--- src/rtl/uart_tx_arbiter.sv ---
// uart_tx_arbiter
//   Shares one UART transmitter among NUM_REQ byte-stream requesters.
//   Requesters are granted round-robin, one at a time, for bursts of up
//   to MAX_BURST bytes. Each byte is issued with a one-cycle tx_start
//   pulse, then the frame is tracked via tx_busy. If tx_busy does not
//   rise within ACK_TIMEOUT cycles of tx_start, tx_ack_err pulses and the
//   arbiter moves on.
//
// Ports
//   clk         system clock
//   rst         synchronous, active-high reset
//   req_valid   per-requester byte available
//   req_data    requester i byte on bits [8i+7:8i]
//   req_ready   byte accepted (combinational)
//   grant       one-hot current owner, all-zero when idle (registered)
//   tx_data     byte to transmitter, held until next issue (registered)
//   tx_start    one-cycle frame start pulse
//   tx_busy     transmitter frame in progress
//   tx_ack_err  one-cycle pulse, tx_busy never rose after tx_start
//
// Build option
//   UART_ARB_PRIO0_EN  when defined, requester 0 has strict priority: it
//                      wins arbitration outright and cuts other bursts
//                      short at the next frame boundary.
//
// State table
//   IDLE      | no owner; pick next requester round-robin
//   ISSUE     | owner holds grant; accept one byte when tx is free
//   WAIT_ACK  | tx_start sent; waiting for tx_busy to rise (timed)
//   WAIT_DONE | frame in progress; waiting for tx_busy to fall

module uart_tx_arbiter #(
  parameter int NUM_REQ     = 4,
  parameter int MAX_BURST   = 16,
  parameter int ACK_TIMEOUT = 8
) (
  input  logic                 clk,
  input  logic                 rst,
  input  logic [NUM_REQ-1:0]   req_valid,
  input  logic [NUM_REQ*8-1:0] req_data,
  output logic [NUM_REQ-1:0]   req_ready,
  output logic [NUM_REQ-1:0]   grant,
  output logic [7:0]           tx_data,
  output logic                 tx_start,
  input  logic                 tx_busy,
  output logic                 tx_ack_err
);

  localparam int IDX_W = (NUM_REQ > 1) ? $clog2(NUM_REQ) : 1;

  typedef enum logic [1:0] {
    IDLE      = 2'd0,
    ISSUE     = 2'd1,
    WAIT_ACK  = 2'd2,
    WAIT_DONE = 2'd3
  } state_t;

  state_t             state_q, state_d;
  logic [NUM_REQ-1:0] grant_q, grant_d;
  logic [IDX_W-1:0]   gidx_q, gidx_d;
  logic [IDX_W-1:0]   ptr_q, ptr_d;
  logic [7:0]         burst_cnt_q, burst_cnt_d;
  logic [7:0]         ack_cnt_q, ack_cnt_d;
  logic [7:0]         tx_data_q, tx_data_d;
  logic               tx_start_q, tx_start_d;
  logic               tx_ack_err_q, tx_ack_err_d;

  logic [7:0]         req_bytes [NUM_REQ];
  logic [IDX_W-1:0]   cand;
  logic [IDX_W-1:0]   pick_idx;
  logic               pick_valid;
  logic               burst_done;
  logic               exit_release;
  logic               do_release;

  always_comb begin
    for (int i = 0; i < NUM_REQ; i++) begin
      req_bytes[i] = req_data[i*8 +: 8];
    end
  end

  // Search upward from the slot after the last released owner, so the
  // requester just released ends up with lowest priority.
  always_comb begin
    pick_valid = 1'b0;
    pick_idx   = '0;
    cand       = '0;
    for (int k = 1; k <= NUM_REQ; k++) begin
      cand = IDX_W'((int'(ptr_q) + k) % NUM_REQ);
      if (!pick_valid && req_valid[cand]) begin
        pick_valid = 1'b1;
        pick_idx   = cand;
      end
    end
`ifdef UART_ARB_PRIO0_EN
    if (req_valid[0]) begin
      pick_valid = 1'b1;
      pick_idx   = '0;
    end
`endif
  end

  // Decision taken when a frame finishes (or its ack timed out).
  always_comb begin
    burst_done = (burst_cnt_q == 8'(MAX_BURST));
`ifdef UART_ARB_PRIO0_EN
    exit_release = burst_done || ((gidx_q != '0) && req_valid[0]);
`else
    exit_release = burst_done;
`endif
  end

  always_comb begin
    req_ready = '0;
    if (state_q == ISSUE && !tx_busy) begin
      req_ready[gidx_q] = 1'b1;
    end
  end

  always_comb begin
    state_d      = state_q;
    grant_d      = grant_q;
    gidx_d       = gidx_q;
    ptr_d        = ptr_q;
    burst_cnt_d  = burst_cnt_q;
    ack_cnt_d    = ack_cnt_q;
    tx_data_d    = tx_data_q;
    tx_start_d   = 1'b0;
    tx_ack_err_d = 1'b0;
    do_release   = 1'b0;

    case (state_q)
      IDLE: begin
        if (pick_valid) begin
          grant_d           = '0;
          grant_d[pick_idx] = 1'b1;
          gidx_d            = pick_idx;
          state_d           = ISSUE;
        end
      end
      ISSUE: begin
        if (!req_valid[gidx_q]) begin
          do_release = 1'b1;
        end else if (!tx_busy) begin
          tx_data_d   = req_bytes[gidx_q];
          tx_start_d  = 1'b1;
          burst_cnt_d = burst_cnt_q + 8'd1;
          // Down-counter reaches zero on the ACK_TIMEOUT-th cycle after
          // tx_start, which is when the error is flagged.
          ack_cnt_d   = 8'(ACK_TIMEOUT - 1);
          state_d     = WAIT_ACK;
        end
      end
      WAIT_ACK: begin
        if (tx_busy) begin
          state_d = WAIT_DONE;
        end else if (ack_cnt_q == 8'd0) begin
          tx_ack_err_d = 1'b1;
          if (exit_release) do_release = 1'b1;
          else              state_d    = ISSUE;
        end else begin
          ack_cnt_d = ack_cnt_q - 8'd1;
        end
      end
      WAIT_DONE: begin
        if (!tx_busy) begin
          if (exit_release) do_release = 1'b1;
          else              state_d    = ISSUE;
        end
      end
      default: state_d = IDLE;
    endcase

    if (do_release) begin
      grant_d     = '0;
      ptr_d       = gidx_q;
      burst_cnt_d = '0;
      state_d     = IDLE;
    end
  end

  always_ff @(posedge clk) begin
    if (rst) begin
      state_q      <= IDLE;
      grant_q      <= '0;
      gidx_q       <= '0;
      ptr_q        <= IDX_W'(NUM_REQ - 1);
      burst_cnt_q  <= '0;
      ack_cnt_q    <= '0;
      tx_data_q    <= 8'h00;
      tx_start_q   <= 1'b0;
      tx_ack_err_q <= 1'b0;
    end else begin
      state_q      <= state_d;
      grant_q      <= grant_d;
      gidx_q       <= gidx_d;
      ptr_q        <= ptr_d;
      burst_cnt_q  <= burst_cnt_d;
      ack_cnt_q    <= ack_cnt_d;
      tx_data_q    <= tx_data_d;
      tx_start_q   <= tx_start_d;
      tx_ack_err_q <= tx_ack_err_d;
    end
  end

  assign grant      = grant_q;
  assign tx_data    = tx_data_q;
  assign tx_start   = tx_start_q;
  assign tx_ack_err = tx_ack_err_q;

endmodule

--- config.mk ---
export PLATFORM = sky130hd
export DESIGN_NAME = uart_tx_arbiter
export DESIGN_NICKNAME = d
export VERILOG_FILES = /design/src/rtl/uart_tx_arbiter.sv
export SDC_FILE = /design/constraint.sdc
export NUM_CORES = 1
export LEC_CHECK = 0
export BUFFER_PORTS_ARGS = -buffer_cell sky130_fd_sc_hd__buf_2
export CAP_MARGIN = 15
export CORE_UTILIZATION = 45
export DETAILED_ROUTE_END_ITERATION = 12
export PLACE_DENSITY = 0.81
export SYNTH_ARGS = -nofsm -noshare
export SYNTH_HDL_FRONTEND = slang
export SYNTH_SLANG_ARGS = --single-unit
--- constraint.sdc ---
create_clock -name clk -period 1.9 [get_ports clk]
set_input_delay 0.095 -clock clk [delete_from_list [all_inputs] [get_ports clk]]
set_output_delay 0.095 -clock clk [all_outputs]
set_load 0.05 [all_outputs]
[Word level (Yosys, flattened, before mapping)]
Cells that the tools add are included.
Storage, ports and cells
  register bits after elaboration: 36
  input bits: 39
  word-level logic and storage cells: 107
Cells by class
  add/sub/neg operators: 6
  $lt $le $gt $ge: 9
  equal/unequal tests: 11
  muxes and demuxes: 47
  bitwise operators: 5
  reduce and logical (&&, ||, !) cells: 20
Operators with widths (count)
  two-way mux 8 bit: 6
  two-way mux 2 bit: 11
  < comparator 2 x 3 -> 1 bit (second input constant): 6
  two-way mux 1 bit: 18
  binary-select mux 8 bit (select 2 bit): 1
  case mux 8 bit (2 select lines): 1
  binary-select mux 1 bit (select 2 bit): 5
  inequality test 2 bit (second input constant): 5
  AND reduction 5 bit: 2
  adder 8 x 1 -> 8 bit (second input constant): 1
  equality test 8 x 5 -> 1 bit (second input constant): 1
  logical NOT 8 bit: 1
  case mux 2 bit (4 select lines): 1
  subtractor 8 x 1 -> 8 bit (second input constant): 1
  logical AND 1 bit: 6
  OR reduction 3 bit: 2
  adder 2 x 1 -> 2 bit (second input constant): 2
  adder 2 bit (second input constant): 2
  demux 1 bit (select 2 bit): 2
  equality test 2 bit (second input constant): 2
  greater-or-equal comparator 2 x 1 -> 1 bit (second input constant): 2
  logical NOT 1 bit: 4
  two-way mux 4 bit: 1
  NOT 1 bit: 4
  other kinds (11): 11

[Depth between registers and ports, before layout]
Gate-level depths: netlist of run 1.
  word-level depth: 17
  gate-level depth with buffers: 8
  mapped depth without buffers: 7

[Worst setup path before layout of run 1]
Ideal clock, no wire load.
  kind: register -> output
  start: register gidx_q[0]
  end: output port req_ready[0]
  arrival: 2.174 ns
  slack: -0.369 ns
  stages on the path, launching flop included: 4
  cells stage by stage: dfxtp_1 > buf_2 > buf_2 > nor4_1
On the way
  longest elaborated chain between the ends: 5
RTL lines
  from (decl): RTL line 60  | logic [IDX_W-1:0] gidx_q, gidx_d;
  from (signal assigned): RTL line 196  | gidx_q <= gidx_d;
  < comparator 2 x 3 -> 1 bit (implied by the code) / greater-or-equal comparator 2 x 1 -> 1 bit (equally long branches): RTL line 116  | req_ready[gidx_q] = 1'b1;
  logical AND 1 bit (implied by the code): RTL line 116
  two-way mux 1 bit (implied by the code): RTL line 116
  demux 1 bit (select 2 bit) *: RTL line 116
  two-way mux 4 bit *: RTL line 115  | if (state_q == ISSUE && !tx_busy) begin
  to (decl): RTL line 41  | output logic [NUM_REQ-1:0] req_ready,
Every way passes the cells marked *; elsewhere a longest branch is shown, timed or not.

[Worst setup path after layout of run 1]
  start: register ack_cnt_q[0]
  end: register grant_q[0] (netlist: grant[0])
On the way
  longest elaborated chain between the ends: 5
RTL lines
  from (decl): RTL line 63  | logic [7:0] ack_cnt_q, ack_cnt_d;
  from (signal assigned): RTL line 199  | ack_cnt_q <= ack_cnt_d;
  logical NOT 8 bit: RTL line 157  | end else if (ack_cnt_q == 8'd0) begin
  two-way mux 1 bit: RTL line 157
  two-way mux 1 bit: RTL line 155  | if (tx_busy) begin
  case mux 1 bit (3 select lines): RTL line 132  | case (state_q)
  OR reduction 2 bit (no line)
  to (signal assigned): RTL line 195  | grant_q <= grant_d;
  to (decl): RTL line 59  | logic [NUM_REQ-1:0] grant_q, grant_d;
No other way between the ends.
A chain may end at the register's enable or synchronous reset.

==> impl_metrics.prom, run 1 <==
# TYPE chip_impl_metric gauge
chip_impl_metric{name="global_route_usage_over_all_layers",unit="%"} 21.4
chip_impl_metric{name="number_of_buffers_added_to_fix_hold_violations_after_cts",unit=""} 0
chip_impl_metric{name="cp.required",unit="ns"} 2.13
chip_impl_info{name="root_buffer",value="sky130_fd_sc_hd__clkbuf_8"} 1
chip_impl_info{name="synth_top_cell_by_area",value="sky130_fd_sc_hd__dfxtp_1"} 1
chip_impl_metric{name="final_net_count",unit=""} 311
chip_impl_metric{name="totalPowerFinal",unit="mW"} 2.05
chip_impl_info{name="tritoncts_clock_tree",value="yes"} 1
chip_impl_metric{name="tritoncts.num_buffers",unit=""} 5
chip_impl_metric{name="post-place-ws",unit="ns"} 0.0945
chip_impl_metric{name="mappedNetlistNets",unit=""} 252
chip_impl_metric{name="drt_iter0_markers",unit=""} 119
chip_impl_metric{name="antenna_found_initial",unit=""} 0
chip_impl_info{name="main_area_contributors_after_synthesis",value="sky130_fd_sc_hd__dfxtp_1 38%, sky130_fd_sc_hd__mux4_2 8.3%, sky130_fd_sc_hd__nand2_1 6.1%, sky130_fd_sc_hd__a21oi_1 5.0%, sky130_fd_sc_hd__nor2_1 4.7%"} 1
chip_impl_metric{name="internal_power",unit="mW"} 1.41
chip_impl_metric{name="flip_flop_and_latch_count_after_synthesis",unit=""} 36
chip_impl_info{name="outcome",value="finished clean"} 1
chip_impl_metric{name="global_route_wire_length_before_repair",unit="µm"} 7070
chip_impl_metric{name="power_switching_share",unit="%"} 31.1
chip_impl_metric{name="floorplan.die_area",unit="µm²"} 4490
chip_impl_metric{name="area_growth_syn_to_layout",unit="%"} 24.0
chip_impl_metric{name="synth_edf_count",unit=""} 0
chip_impl_metric{name="number_of_i_o_pins",unit=""} 57
chip_impl_info{name="cp_cell_sequence",value="inv_1 > ha_1 > nor3b_1 > buf_4 > a21oi_2 > o22a_1 > nand2b_1 > buf_12 > a21oi_1"} 1
chip_impl_metric{name="fin_crit",unit="ns"} 1.80
chip_impl_metric{name="netlist_instances",unit=""} 209
chip_impl_metric{name="via_count",unit=""} 1715
chip_impl_metric{name="tightestPinTransition",unit="ns"} 0.625
chip_impl_info{name="cp_slowest_cell",value="sky130_fd_sc_hd__dfxtp_1"} 1
chip_impl_metric{name="yosysUniqueCellTypes",unit=""} 43
chip_impl_metric{name="clock_latency",unit="ns"} 0.30
chip_impl_metric{name="detail_route.drc_violations",unit=""} 0
chip_impl_metric{name="critical_path_arrival",unit="ns"} 2.04
chip_impl_metric{name="dpl.hpwl",unit="µm"} 3130
chip_impl_metric{name="worst_clock_skew",unit="ns"} 0.00933
chip_impl_metric{name="hold_viol",unit=""} 0
chip_impl_metric{name="synth.cell_area",unit="µm²"} 1900
chip_impl_metric{name="crit_fanout",unit=""} 14
chip_impl_metric{name="largest_stage_delay_on_the_critical_path",unit="ns"} 0.38
chip_impl_metric{name="dr.pass1.iters",unit=""} 4
chip_impl_metric{name="antenna_cells_inserted",unit=""} 0
chip_impl_metric{name="worst_supply_voltage_drop_on_vdd",unit="V"} 0.000842
chip_impl_metric{name="postLayoutCoreUtil",unit="%"} 58.5
chip_impl_metric{name="postRouteAntennaNets",unit=""} 0
chip_impl_metric{name="clock_input_transition_at_the_sequential_cells_of_the_worst_setup_and_hold_paths",unit="ns"} 0.08
chip_impl_metric{name="layout-drive-gt1-share",unit="%"} 32.7
chip_impl_metric{name="avgViaCountPerCell",unit=""} 5.38
chip_impl_metric{name="post_cts_buffers",unit=""} 0
chip_impl_metric{name="htreeDepth",unit=""} 2
chip_impl_metric{name="drv_cap",unit=""} 0
chip_impl_info{name="end_kind",value="flop"} 1
chip_impl_metric{name="placed_cells",unit=""} 311
chip_impl_metric{name="rows",unit=""} 23
chip_impl_metric{name="ctsLongestPathBuffers",unit=""} 2
chip_impl_metric{name="chipHeight",unit="µm"} 67.0
chip_impl_metric{name="pin_count_of_the_biggest_net_entering_global_routing",unit=""} 22
chip_impl_metric{name="power.sequential.fraction",unit="%"} 41.2
chip_impl_metric{name="floorplan_die_width",unit="µm"} 67.0
chip_impl_metric{name="design.core.area",unit="µm²"} 4030
chip_impl_info{name="synth_ff_type",value="sky130_fd_sc_hd__dfxtp_1"} 1
chip_impl_metric{name="gp_congestion",unit=""} 0.764
chip_impl_info{name="timing.setup.critical_path_class",value="flop to flop"} 1
chip_impl_metric{name="setup_tns",unit="ns"} 0
chip_impl_metric{name="switching_power",unit="µW"} 638
chip_impl_metric{name="postSynth.asyncResetShare",unit="%"} 0
chip_impl_metric{name="setup_violations",unit=""} 0
chip_impl_metric{name="power.combinational.fraction",unit="%"} 25.7
chip_impl_metric{name="overflow",unit=""} 0
chip_impl_metric{name="post-route-period-util",unit="%"} 94.9
chip_impl_metric{name="pwr-share-clk",unit="%"} 33.0
chip_impl_metric{name="leak",unit="nW"} 0.958
chip_impl_metric{name="maxSlewViolCount",unit=""} 0
chip_impl_metric{name="average_wire_per_standard_cell",unit="µm"} 13.7
chip_impl_metric{name="total_routed_wirelength",unit="µm"} 4360
chip_impl_metric{name="number_of_global_route_vias_before_repair",unit=""} 1545
chip_impl_metric{name="final_ws_setup",unit="ns"} 0.0960
chip_impl_metric{name="netlist.area_leader.share",unit="%"} 37.9
chip_impl_metric{name="ys.warnings.count",unit=""} 0
chip_impl_metric{name="cell_count_final_fillers_out",unit=""} 319
chip_impl_metric{name="postSynthAreaPerCell",unit="µm²"} 9.10
chip_impl_info{name="start_kind",value="flop"} 1
chip_impl_metric{name="yosysSeqAreaShare",unit="%"} 37.9
chip_impl_metric{name="clock-sinks",unit=""} 36
chip_impl_metric{name="maxSlewHeadroom",unit="%"} 58.0
chip_impl_metric{name="buffer_ports.inserted",unit=""} 56
chip_impl_metric{name="cell_pwr_density",unit="nW/µm²"} 871
chip_impl_metric{name="maxClockFrequency",unit="MHz"} 554
chip_impl_metric{name="initial_core_util",unit="%"} 47.2
chip_impl_info{name="hold_path.class",value="input pin to flop"} 1
[area by class of cell]
class / count / area, µm²
Timing Repair Buffer: 64 / 353
Inverter: 6 / 22.5
Clock buffer: 5 / 68.8
Fill cell: 374 / 1670
Sequential cell: 36 / 721
Tap cell: 50 / 62.6
Multi-Input combinational cell: 155 / 1090
Clock inverter: 3 / 42.5
[through the flow]
stage,hold WS [ns],area [µm²]
2_1_floorplan,0.293,1910
3_3_place_gp,0.436,2240
3_5_place_dp,0.446,2240
4_1_cts,0.183,2350
5_1_grt,0.212,2360
6_report,0.188,2360
[sequential cells by signal, indices dropped and copies added, names as in the netlist]
name	flops
grant	4
tx_data	8
tx_start	1
state_q	2
ack_cnt_q	8
ptr_q	2
burst_cnt_q	8
gidx_q	2
tx_ack_err	1
[cell usage in the layout, fill, tap and decap left out, types with 2 or more instances in the layout]
cell	n
sky130_fd_sc_hd__nand3_1	5
sky130_fd_sc_hd__nand2_1	31
sky130_fd_sc_hd__nand3b_1	2
sky130_fd_sc_hd__clkbuf_8	5
sky130_fd_sc_hd__nor3_1	6
sky130_fd_sc_hd__inv_1	6
sky130_fd_sc_hd__o22ai_1	3
sky130_fd_sc_hd__xnor2_1	2
sky130_fd_sc_hd__mux4_2	7
sky130_fd_sc_hd__nand4_1	3
sky130_fd_sc_hd__ha_1	4
sky130_fd_sc_hd__a211oi_1	3
sky130_fd_sc_hd__dfxtp_1	36
sky130_fd_sc_hd__or3_1	2
sky130_fd_sc_hd__mux4_1	2
sky130_fd_sc_hd__buf_4	7
sky130_fd_sc_hd__buf_2	56
sky130_fd_sc_hd__xor2_1	10
sky130_fd_sc_hd__nand2b_1	6
sky130_fd_sc_hd__a21oi_2	2
sky130_fd_sc_hd__o22a_1	2
sky130_fd_sc_hd__a21oi_1	18
sky130_fd_sc_hd__nor4_1	2
sky130_fd_sc_hd__nor4_2	2
sky130_fd_sc_hd__a221oi_1	2
sky130_fd_sc_hd__o211ai_1	2
sky130_fd_sc_hd__nor2_1	24
[worst max-delay path, delay by kind of cell (launching register included)]
kind / cells / cell delay, ns
flip-flops: 1 / 0.38
AO/OA/AOI/OAI: 3 / 0.52
buffers and inverters: 3 / 0.39
adder cells (fa/ha/maj): 1 / 0.19
AND/OR/NAND/NOR: 2 / 0.24
[cells by family after synthesis]
kind of cell / after synthesis / share of synthesized area [%]
simple gates: 92 / 24.3
compound gates: 37 / 12.6
mux: 10 / 11.6
fa+ha+maj: 4 / 2.63
xor+xnor: 12 / 5.53
flops: 36 / 37.9
buf+inv: 18 / 5.39
[cell usage after synthesis (4+ instances only)]
library cell                n
sky130_fd_sc_hd__nor2_1    24
sky130_fd_sc_hd__ha_1       4
sky130_fd_sc_hd__nor3_1     6
sky130_fd_sc_hd__mux4_2     7
sky130_fd_sc_hd__nand2b_1   6
sky130_fd_sc_hd__buf_2      4
sky130_fd_sc_hd__nand3_1    5
sky130_fd_sc_hd__inv_1      6
sky130_fd_sc_hd__xor2_1    10
sky130_fd_sc_hd__nand2_1   31
sky130_fd_sc_hd__dfxtp_1   36
sky130_fd_sc_hd__a21oi_1   19
[timing repair]
action,in CTS,in global routing
setup endpoints to repair,0,14
hold endpoints to repair,0,0
gates resized for setup,0,1
[layer usage]
metal	up-vias	global-route usage (%)	wire, µm
met5	-	0	0
met4	0	12.0	107
met3	10	5.31	157
met2	35	34.4	2270
met1	809	25.6	1820
li1	861	-	-
[power groups by stage]
stage          registers (mW)  logic, mW  clock network, mW
2_1_floorplan           0.921      0.322                  0
3_3_place_gp            0.860      0.511                  0
3_5_place_dp            0.861      0.521                  0
4_1_cts                 0.846      0.523              0.687
5_1_grt                 0.853      0.574              0.724
6_report                0.846      0.529              0.678
[final timing paths]
check / startpoint / to / slack (ns) / cells past startpoint
max: ack_cnt_q[0] / grant[0] / 0.1 / 9
min: tx_busy / tx_ack_err / 0.19 / 3
max reg2reg: ack_cnt_q[0] / grant[0] / 0.1 / 9
min reg2reg: grant[3] / grant[3] / 0.45 / 2
Note: power is estimated with default switching activity, not from simulation.
==> inputs of run 2 (changes only) <==
==> config.mk (replaced) <==
export PLATFORM = sky130hd
export DESIGN_NAME = uart_tx_arbiter
export DESIGN_NICKNAME = d
export VERILOG_FILES = /design/src/rtl/uart_tx_arbiter.sv
export SDC_FILE = /design/constraint.sdc
export NUM_CORES = 1
export LEC_CHECK = 0
export CAP_MARGIN = 15
export CORE_UTILIZATION = 45
export DETAILED_ROUTE_END_ITERATION = 12
export DONT_BUFFER_PORTS = 1
export PLACE_DENSITY = 0.7
export SYNTH_ARGS = -nofsm -noshare
export SYNTH_HDL_FRONTEND = slang
export SYNTH_SLANG_ARGS = --single-unit
==> run 2 against run 1 <==
Compared with the run above:
- design area fell by 11%
- via count fell by 14%
- final cell count fell by 16%
- combinational power fell by 26%
- fmax rose by 4.7%
- routed wire length fell by 12%
- sequential share of layout area rose by 3.9 points
- first-iteration DRC count fell by 46%
- power fell by 9.1%
- die area did not move
- register-to-register slack improved by 0.08 ns
- largest power group unchanged
==> impl_metrics.prom, run 2 (synthesis results as in run 1) <==
# TYPE chip_impl_metric gauge
chip_impl_metric{name="totalPowerFinal",unit="mW"} 1.87
chip_impl_metric{name="largest_stage_delay_on_the_critical_path",unit="ns"} 0.55
chip_impl_metric{name="area_growth_syn_to_layout",unit="%"} 10.1
chip_impl_metric{name="ctsLongestPathBuffers",unit=""} 2
chip_impl_metric{name="final_ws_setup",unit="ns"} 0.177
chip_impl_metric{name="power.combinational.fraction",unit="%"} 21.0
chip_impl_metric{name="placed_cells",unit=""} 257
chip_impl_metric{name="power_switching_share",unit="%"} 31.1
chip_impl_metric{name="cell_pwr_density",unit="nW/µm²"} 891
chip_impl_metric{name="clock_latency",unit="ns"} 0.29
chip_impl_metric{name="critPathBufInv",unit=""} 0
chip_impl_metric{name="total_routed_wirelength",unit="µm"} 3840
chip_impl_info{name="worst_path_dominant_cell_family",value="multiplexers"} 1
chip_impl_metric{name="postLayoutCoreUtil",unit="%"} 52.0
chip_impl_metric{name="overflow",unit=""} 0
chip_impl_metric{name="number_of_cells_traversed_by_the_worst_register_to_register_path",unit=""} 5
chip_impl_metric{name="cell_count_final_fillers_out",unit=""} 267
chip_impl_metric{name="critical_path_arrival",unit="ns"} 1.91
chip_impl_metric{name="antenna_found_initial",unit=""} 0
chip_impl_metric{name="initial_core_util",unit="%"} 47.2
chip_impl_metric{name="via_count",unit=""} 1483
chip_impl_metric{name="worstHoldPathCells",unit=""} 2
chip_impl_metric{name="chipHeight",unit="µm"} 67.0
chip_impl_metric{name="post-route-period-util",unit="%"} 90.7
chip_impl_metric{name="worst_supply_voltage_drop_on_vdd",unit="V"} 0.000570
chip_impl_metric{name="tightestPinTransition",unit="ns"} 0.692
chip_impl_metric{name="setup_violations",unit=""} 0
chip_impl_metric{name="gp_congestion",unit=""} 0.767
chip_impl_metric{name="average_wire_per_standard_cell",unit="µm"} 14.4
chip_impl_metric{name="layout-drive-gt1-share",unit="%"} 14.7
chip_impl_metric{name="floorplan.die_area",unit="µm²"} 4490
chip_impl_info{name="final_common_cell",value="sky130_fd_sc_hd__dfxtp_1"} 1
chip_impl_metric{name="fin_hold_ws",unit="ns"} 0.0180
chip_impl_metric{name="fin_crit",unit="ns"} 1.72
chip_impl_info{name="start_kind",value="flop"} 1
chip_impl_metric{name="buffer_ports.inserted",unit=""} 0
chip_impl_metric{name="dr.pass1.iters",unit=""} 4
chip_impl_metric{name="clock-sinks",unit=""} 36
chip_impl_metric{name="drv_cap",unit=""} 0
chip_impl_metric{name="switching_power",unit="µW"} 580
chip_impl_metric{name="post_dp_cell_area",unit="µm²"} 1980
chip_impl_info{name="timing.setup.critical_path_class",value="flop to flop"} 1
chip_impl_info{name="end_kind",value="flop"} 1
chip_impl_metric{name="final_net_count",unit=""} 259
chip_impl_metric{name="floorplan_die_width",unit="µm"} 67.0
chip_impl_metric{name="maxSlewHeadroom",unit="%"} 53.7
chip_impl_metric{name="post_cts_buffers",unit=""} 0
chip_impl_info{name="cp_slowest_cell",value="sky130_fd_sc_hd__mux4_2"} 1
chip_impl_metric{name="clock_input_transition_at_the_sequential_cells_of_the_worst_setup_and_hold_paths",unit="ns"} 0.07
chip_impl_info{name="hold_path.class",value="input pin to flop"} 1
chip_impl_metric{name="leak",unit="nW"} 0.723
chip_impl_metric{name="setup_tns",unit="ns"} 0
chip_impl_metric{name="number_of_global_route_vias_before_repair",unit=""} 1448
chip_impl_metric{name="cp.required",unit="ns"} 2.08
chip_impl_metric{name="tritoncts.num_buffers",unit=""} 5
chip_impl_metric{name="power.sequential.fraction",unit="%"} 48.9
chip_impl_metric{name="crit_fanout",unit=""} 21
chip_impl_info{name="root_buffer",value="sky130_fd_sc_hd__clkbuf_8"} 1
chip_impl_metric{name="htreeDepth",unit=""} 2
chip_impl_metric{name="internal_power",unit="mW"} 1.29
chip_impl_info{name="layout.cells.most_common_list",value="36 x sky130_fd_sc_hd__dfxtp_1, 31 x sky130_fd_sc_hd__nand2_1, 24 x sky130_fd_sc_hd__nor2_1"} 1
chip_impl_info{name="tritoncts_clock_tree",value="yes"} 1
chip_impl_info{name="outcome",value="finished clean"} 1
chip_impl_metric{name="detail_route.drc_violations",unit=""} 0
chip_impl_metric{name="maxSlewViolCount",unit=""} 0
chip_impl_metric{name="worst_clock_skew",unit="ns"} 0.00889
chip_impl_metric{name="global_route_usage_over_all_layers",unit="%"} 19.6
chip_impl_metric{name="avgViaCountPerCell",unit=""} 5.55
chip_impl_info{name="cp_cell_sequence",value="mux4_2 > and2_4 > o211ai_1 > xor2_1 > nor2_1"} 1
chip_impl_metric{name="worstSetupPathDepth",unit=""} 5
chip_impl_metric{name="design.core.area",unit="µm²"} 4030
chip_impl_metric{name="filler_cell_count",unit=""} 396
chip_impl_metric{name="pin_count_of_the_biggest_net_entering_global_routing",unit=""} 22
chip_impl_metric{name="maxClockFrequency",unit="MHz"} 580
chip_impl_metric{name="postRouteAntennaNets",unit=""} 0
chip_impl_metric{name="antenna_cells_inserted",unit=""} 0
chip_impl_metric{name="rows",unit=""} 23
chip_impl_metric{name="global_route_wire_length_before_repair",unit="µm"} 6530
chip_impl_metric{name="post-place-ws",unit="ns"} 0.0968
chip_impl_metric{name="finalInstanceArea",unit="µm²"} 2090
chip_impl_metric{name="hold_viol",unit=""} 0
chip_impl_metric{name="drt_iter0_markers",unit=""} 64
chip_impl_metric{name="number_of_i_o_pins",unit=""} 57
chip_impl_metric{name="pwr-share-clk",unit="%"} 30.1
chip_impl_metric{name="dpl.hpwl",unit="µm"} 2680
## run 2: routing by layer
layer  part of all wire (%)  wire (µm)  track usage [%]
met1                     47       1820             26.3
met4                    1.9         73             7.98
met2                     46       1750             28.5
met3                    5.1        197             6.34
met5                      0          0                0
## run 2: power groups by stage
stage | sequential [mW] | combinational [mW] | clock (mW)
after floorplan | 0.921 | 0.322 | 0
after global placement | 0.928 | 0.375 | 0
after detailed placement | 0.928 | 0.382 | 0
after CTS | 0.912 | 0.391 | 0.577
after global routing | 0.921 | 0.437 | 0.610
final | 0.913 | 0.392 | 0.561
## run 2: layout make-up
| class | count | area [µm²] | area share, % |
|---|---|---|---|
| repair buffers | 12 | 108 | 5.14 |
| multi-input cells | 155 | 1090 | 52.1 |
| inverters | 6 | 22.5 | 1.08 |
| flip-flops and latches | 36 | 721 | 34.4 |
| well taps | 50 | 62.6 | 2.99 |
| clock buffers | 8 | 90.1 | 4.30 |
## run 2: timing repair
item                                    CTS  global route
hold buffers                              2             0
endpoints found under the setup margin    0            17
endpoints found under the hold margin    17             0
resized for setup                         0             1
## run 2: worst paths after layout
check / start / end / slack (ns)
worst min-delay path: tx_busy / state_q[1] / 0.02
worst max register to register: gidx_q[1] / ack_cnt_q[7] / 0.18
worst max-delay path: gidx_q[1] / ack_cnt_q[7] / 0.18
worst min register to register: burst_cnt_q[1] / burst_cnt_q[1] / 0.52
==> inputs of run 3 (changes only) <==
--- a/config.mk
+++ b/config.mk
@@ -9,7 +9,6 @@
 export CORE_UTILIZATION = 45
 export DETAILED_ROUTE_END_ITERATION = 12
 export DONT_BUFFER_PORTS = 1
-export PLACE_DENSITY = 0.7
 export SYNTH_ARGS = -nofsm -noshare
 export SYNTH_HDL_FRONTEND = slang
 export SYNTH_SLANG_ARGS = --single-unit
==> constraint.sdc (replaced) <==
create_clock -name clk -period 1.9 [get_ports clk]
set_input_delay 0.095 -clock clk [delete_from_list [all_inputs] [get_ports clk]]
set_output_delay 0.095 -clock clk [all_outputs]
set_load 0.02 [all_outputs]
==> run 3 against run 2 <==
Compared with the run above:
- first-iteration DRC count fell by 23%
- via count rose by 2.7%
- fmax fell by 1.0%
- clock power rose by 2%
- critical endpoint is now ack_cnt_q[5]
- highest routed layer unchanged
==> impl_metrics.prom, run 3 (synthesis results as in run 1) <==
# TYPE chip_impl_metric gauge
chip_impl_metric{name="antenna_found_initial",unit=""} 0
chip_impl_metric{name="maxSlewHeadroom",unit="%"} 56.0
chip_impl_metric{name="rows",unit=""} 23
chip_impl_metric{name="pin_count_of_the_biggest_net_entering_global_routing",unit=""} 22
chip_impl_metric{name="post-route-period-util",unit="%"} 91.6
chip_impl_metric{name="maxClockFrequency",unit="MHz"} 574
chip_impl_metric{name="regToRegSetupSlack",unit="ns"} 0.16
chip_impl_info{name="tritoncts_clock_tree",value="yes"} 1
chip_impl_metric{name="tightestPinTransition",unit="ns"} 0.658
chip_impl_metric{name="buffer_ports.inserted",unit=""} 0
chip_impl_metric{name="cell_pwr_density",unit="nW/µm²"} 884
chip_impl_metric{name="worst_clock_skew",unit="ns"} 0.00365
chip_impl_info{name="hold_worst_path_end",value="state_q[1]"} 1
chip_impl_metric{name="setup_violations",unit=""} 0
chip_impl_metric{name="detail_route.drc_violations",unit=""} 0
chip_impl_metric{name="area_growth_syn_to_layout",unit="%"} 8.36
chip_impl_metric{name="final_net_count",unit=""} 255
chip_impl_metric{name="htreeDepth",unit=""} 2
chip_impl_metric{name="setup_tns",unit="ns"} 0
chip_impl_metric{name="number_of_global_route_vias_before_repair",unit=""} 1415
chip_impl_metric{name="antenna_cells_inserted",unit=""} 0
chip_impl_info{name="cp_cell_sequence",value="mux4_2 > and2_4 > o211ai_1 > xor2_1 > nor2_1"} 1
chip_impl_metric{name="worst_supply_voltage_drop_on_vdd",unit="V"} 0.000618
chip_impl_metric{name="via_count",unit=""} 1523
chip_impl_info{name="hold_path.class",value="input pin to flop"} 1
chip_impl_info{name="reg_to_reg_startpoint",value="gidx_q[1]"} 1
chip_impl_metric{name="layout-drive-gt1-share",unit="%"} 13.7
chip_impl_metric{name="global_route_usage_over_all_layers",unit="%"} 20.0
chip_impl_metric{name="drv_cap",unit=""} 0
chip_impl_metric{name="avgViaCountPerCell",unit=""} 5.81
chip_impl_info{name="critical_path.reg2reg.endpoint",value="ack_cnt_q[5]"} 1
chip_impl_info{name="root_buffer",value="sky130_fd_sc_hd__clkbuf_8"} 1
chip_impl_metric{name="ctsLongestPathBuffers",unit=""} 2
chip_impl_info{name="end_kind",value="flop"} 1
chip_impl_metric{name="postLayoutCoreUtil",unit="%"} 51.1
chip_impl_info{name="cp_slowest_cell",value="sky130_fd_sc_hd__mux4_2"} 1
chip_impl_info{name="timing.setup.critical_path_class",value="flop to flop"} 1
chip_impl_info{name="layout.cells.most_common_list",value="36 x sky130_fd_sc_hd__dfxtp_1, 31 x sky130_fd_sc_hd__nand2_1, 24 x sky130_fd_sc_hd__nor2_1"} 1
chip_impl_metric{name="chipHeight",unit="µm"} 67.0
chip_impl_info{name="worst_path_dominant_cell_family",value="multiplexers"} 1
chip_impl_metric{name="overflow",unit=""} 0
chip_impl_metric{name="average_wire_per_standard_cell",unit="µm"} 15.4
chip_impl_metric{name="postRouteAntennaNets",unit=""} 0
chip_impl_metric{name="global_route_wire_length_before_repair",unit="µm"} 6530
chip_impl_metric{name="number_of_cells_traversed_by_the_worst_register_to_register_path",unit=""} 5
chip_impl_info{name="unrepaired_setup_endpoints_after_global_routing",value="no"} 1
chip_impl_metric{name="gp_congestion",unit=""} 0.841
chip_impl_metric{name="crit_fanout",unit=""} 21
chip_impl_metric{name="fin_crit",unit="ns"} 1.74
chip_impl_metric{name="largest_stage_delay_on_the_critical_path",unit="ns"} 0.54
chip_impl_metric{name="clock-sinks",unit=""} 36
chip_impl_info{name="final_common_cell",value="sky130_fd_sc_hd__dfxtp_1"} 1
chip_impl_metric{name="dpl.hpwl",unit="µm"} 2960
chip_impl_metric{name="tritoncts.num_buffers",unit=""} 5
chip_impl_metric{name="critPathBufInv",unit=""} 0
chip_impl_metric{name="number_of_i_o_pins",unit=""} 57
chip_impl_metric{name="post_cts_buffers",unit=""} 0
chip_impl_info{name="start_kind",value="flop"} 1
chip_impl_metric{name="floorplan.die_area",unit="µm²"} 4490
chip_impl_info{name="worst_hold_path_startpoint",value="tx_busy"} 1
chip_impl_metric{name="floorplan_die_width",unit="µm"} 67.0
chip_impl_metric{name="dr.pass1.iters",unit=""} 4
chip_impl_metric{name="critical_path_arrival",unit="ns"} 1.91
chip_impl_metric{name="initial_core_util",unit="%"} 47.2
chip_impl_metric{name="hold_viol",unit=""} 0
chip_impl_metric{name="total_routed_wirelength",unit="µm"} 4040
chip_impl_metric{name="cp.required",unit="ns"} 2.07
chip_impl_metric{name="leak",unit="nW"} 0.707
chip_impl_metric{name="maxSlewViolCount",unit=""} 0
chip_impl_metric{name="worstHoldPathCells",unit=""} 2
chip_impl_metric{name="clock_latency",unit="ns"} 0.29
chip_impl_info{name="outcome",value="finished clean"} 1
chip_impl_metric{name="clock_input_transition_at_the_sequential_cells_of_the_worst_setup_and_hold_paths",unit="ns"} 0.07
chip_impl_metric{name="design.core.area",unit="µm²"} 4030
chip_impl_metric{name="drt_iter0_markers",unit=""} 49
==> run 3: changes by cell type in the layout (fill, tap and decap cells not counted), sizes merged <==
cell         delta
buf             -3
clkbuf          -1
dlygate4sd3     -1
==> run 3: layer usage <==
metal | vias to the layer above | track usage (%) | wire (µm)
met5 | - | 0 | 0
met4 | 0 | 9.57 | 75
met3 | 8 | 6.51 | 170
met2 | 26 | 31.1 | 1970
met1 | 743 | 24.6 | 1830
li1 | 746 | - | -
==> run 3: metrics by stage <==
stage               hold slack, ns  instances  power [mW]  area (µm²)  setup WS (ns)
floorplan                    0.272        209        1.19        1900          0.222
global placement             0.168        254        1.24        1950          0.168
detailed placement           0.169        254        1.26        1950         0.0953
CTS                         0.0183        262        1.84        2060         0.0917
global route                0.0145        262        1.92        2060        0.00801
finish                      0.0258        262        1.82        2060          0.159
==> run 3: cell type report <==
| class | instances | area [µm²] |
|---|---|---|
| multi-input cells | 155 | 1080 |
| clock buffers | 7 | 96.3 |
| flip-flops and latches | 36 | 721 |
| inverters | 6 | 22.5 |
| well taps | 50 | 62.6 |
| fillers | 386 | 1970 |
| repair buffers | 8 | 75.1 |
==> run 3: timing repair <==
item | CTS | global route
hold buffers | 1 | 0
hold endpoints to repair | 17 | 0
endpoints found under the setup margin | 0 | 16
resized for setup | 0 | 1
==> run 3: report_power, final <==
| group | switching, mW | internal [mW] | leakage (nW) |
|---|---|---|---|
| combinational | 0.193 | 0.178 | 0.364 |
| clock | 0.249 | 0.322 | 0.0503 |
| sequential | 0.0737 | 0.805 | 0.293 |
| total | 0.516 | 1.31 | 0.707 |
==> run 3: worst max-delay path by stage <==
| stage | startpoint | endpoint | slack [ns] | depth (start not counted) |
|---|---|---|---|---|
| CTS | ack_cnt_q[0] | ptr_q[1] | 0.09 | 6 |
| global route | ack_cnt_q[0] | grant[3] | 0.008 | 8 |
| floorplan | ack_cnt_q[0] | state_q[0] | 0.22 | 8 |
| detailed placement | ack_cnt_q[0] | ptr_q[1] | 0.1 | 6 |
| finish | gidx_q[1] | ack_cnt_q[5] | 0.16 | 5 |
| global placement | ack_cnt_q[0] | ptr_q[1] | 0.17 | 6 |
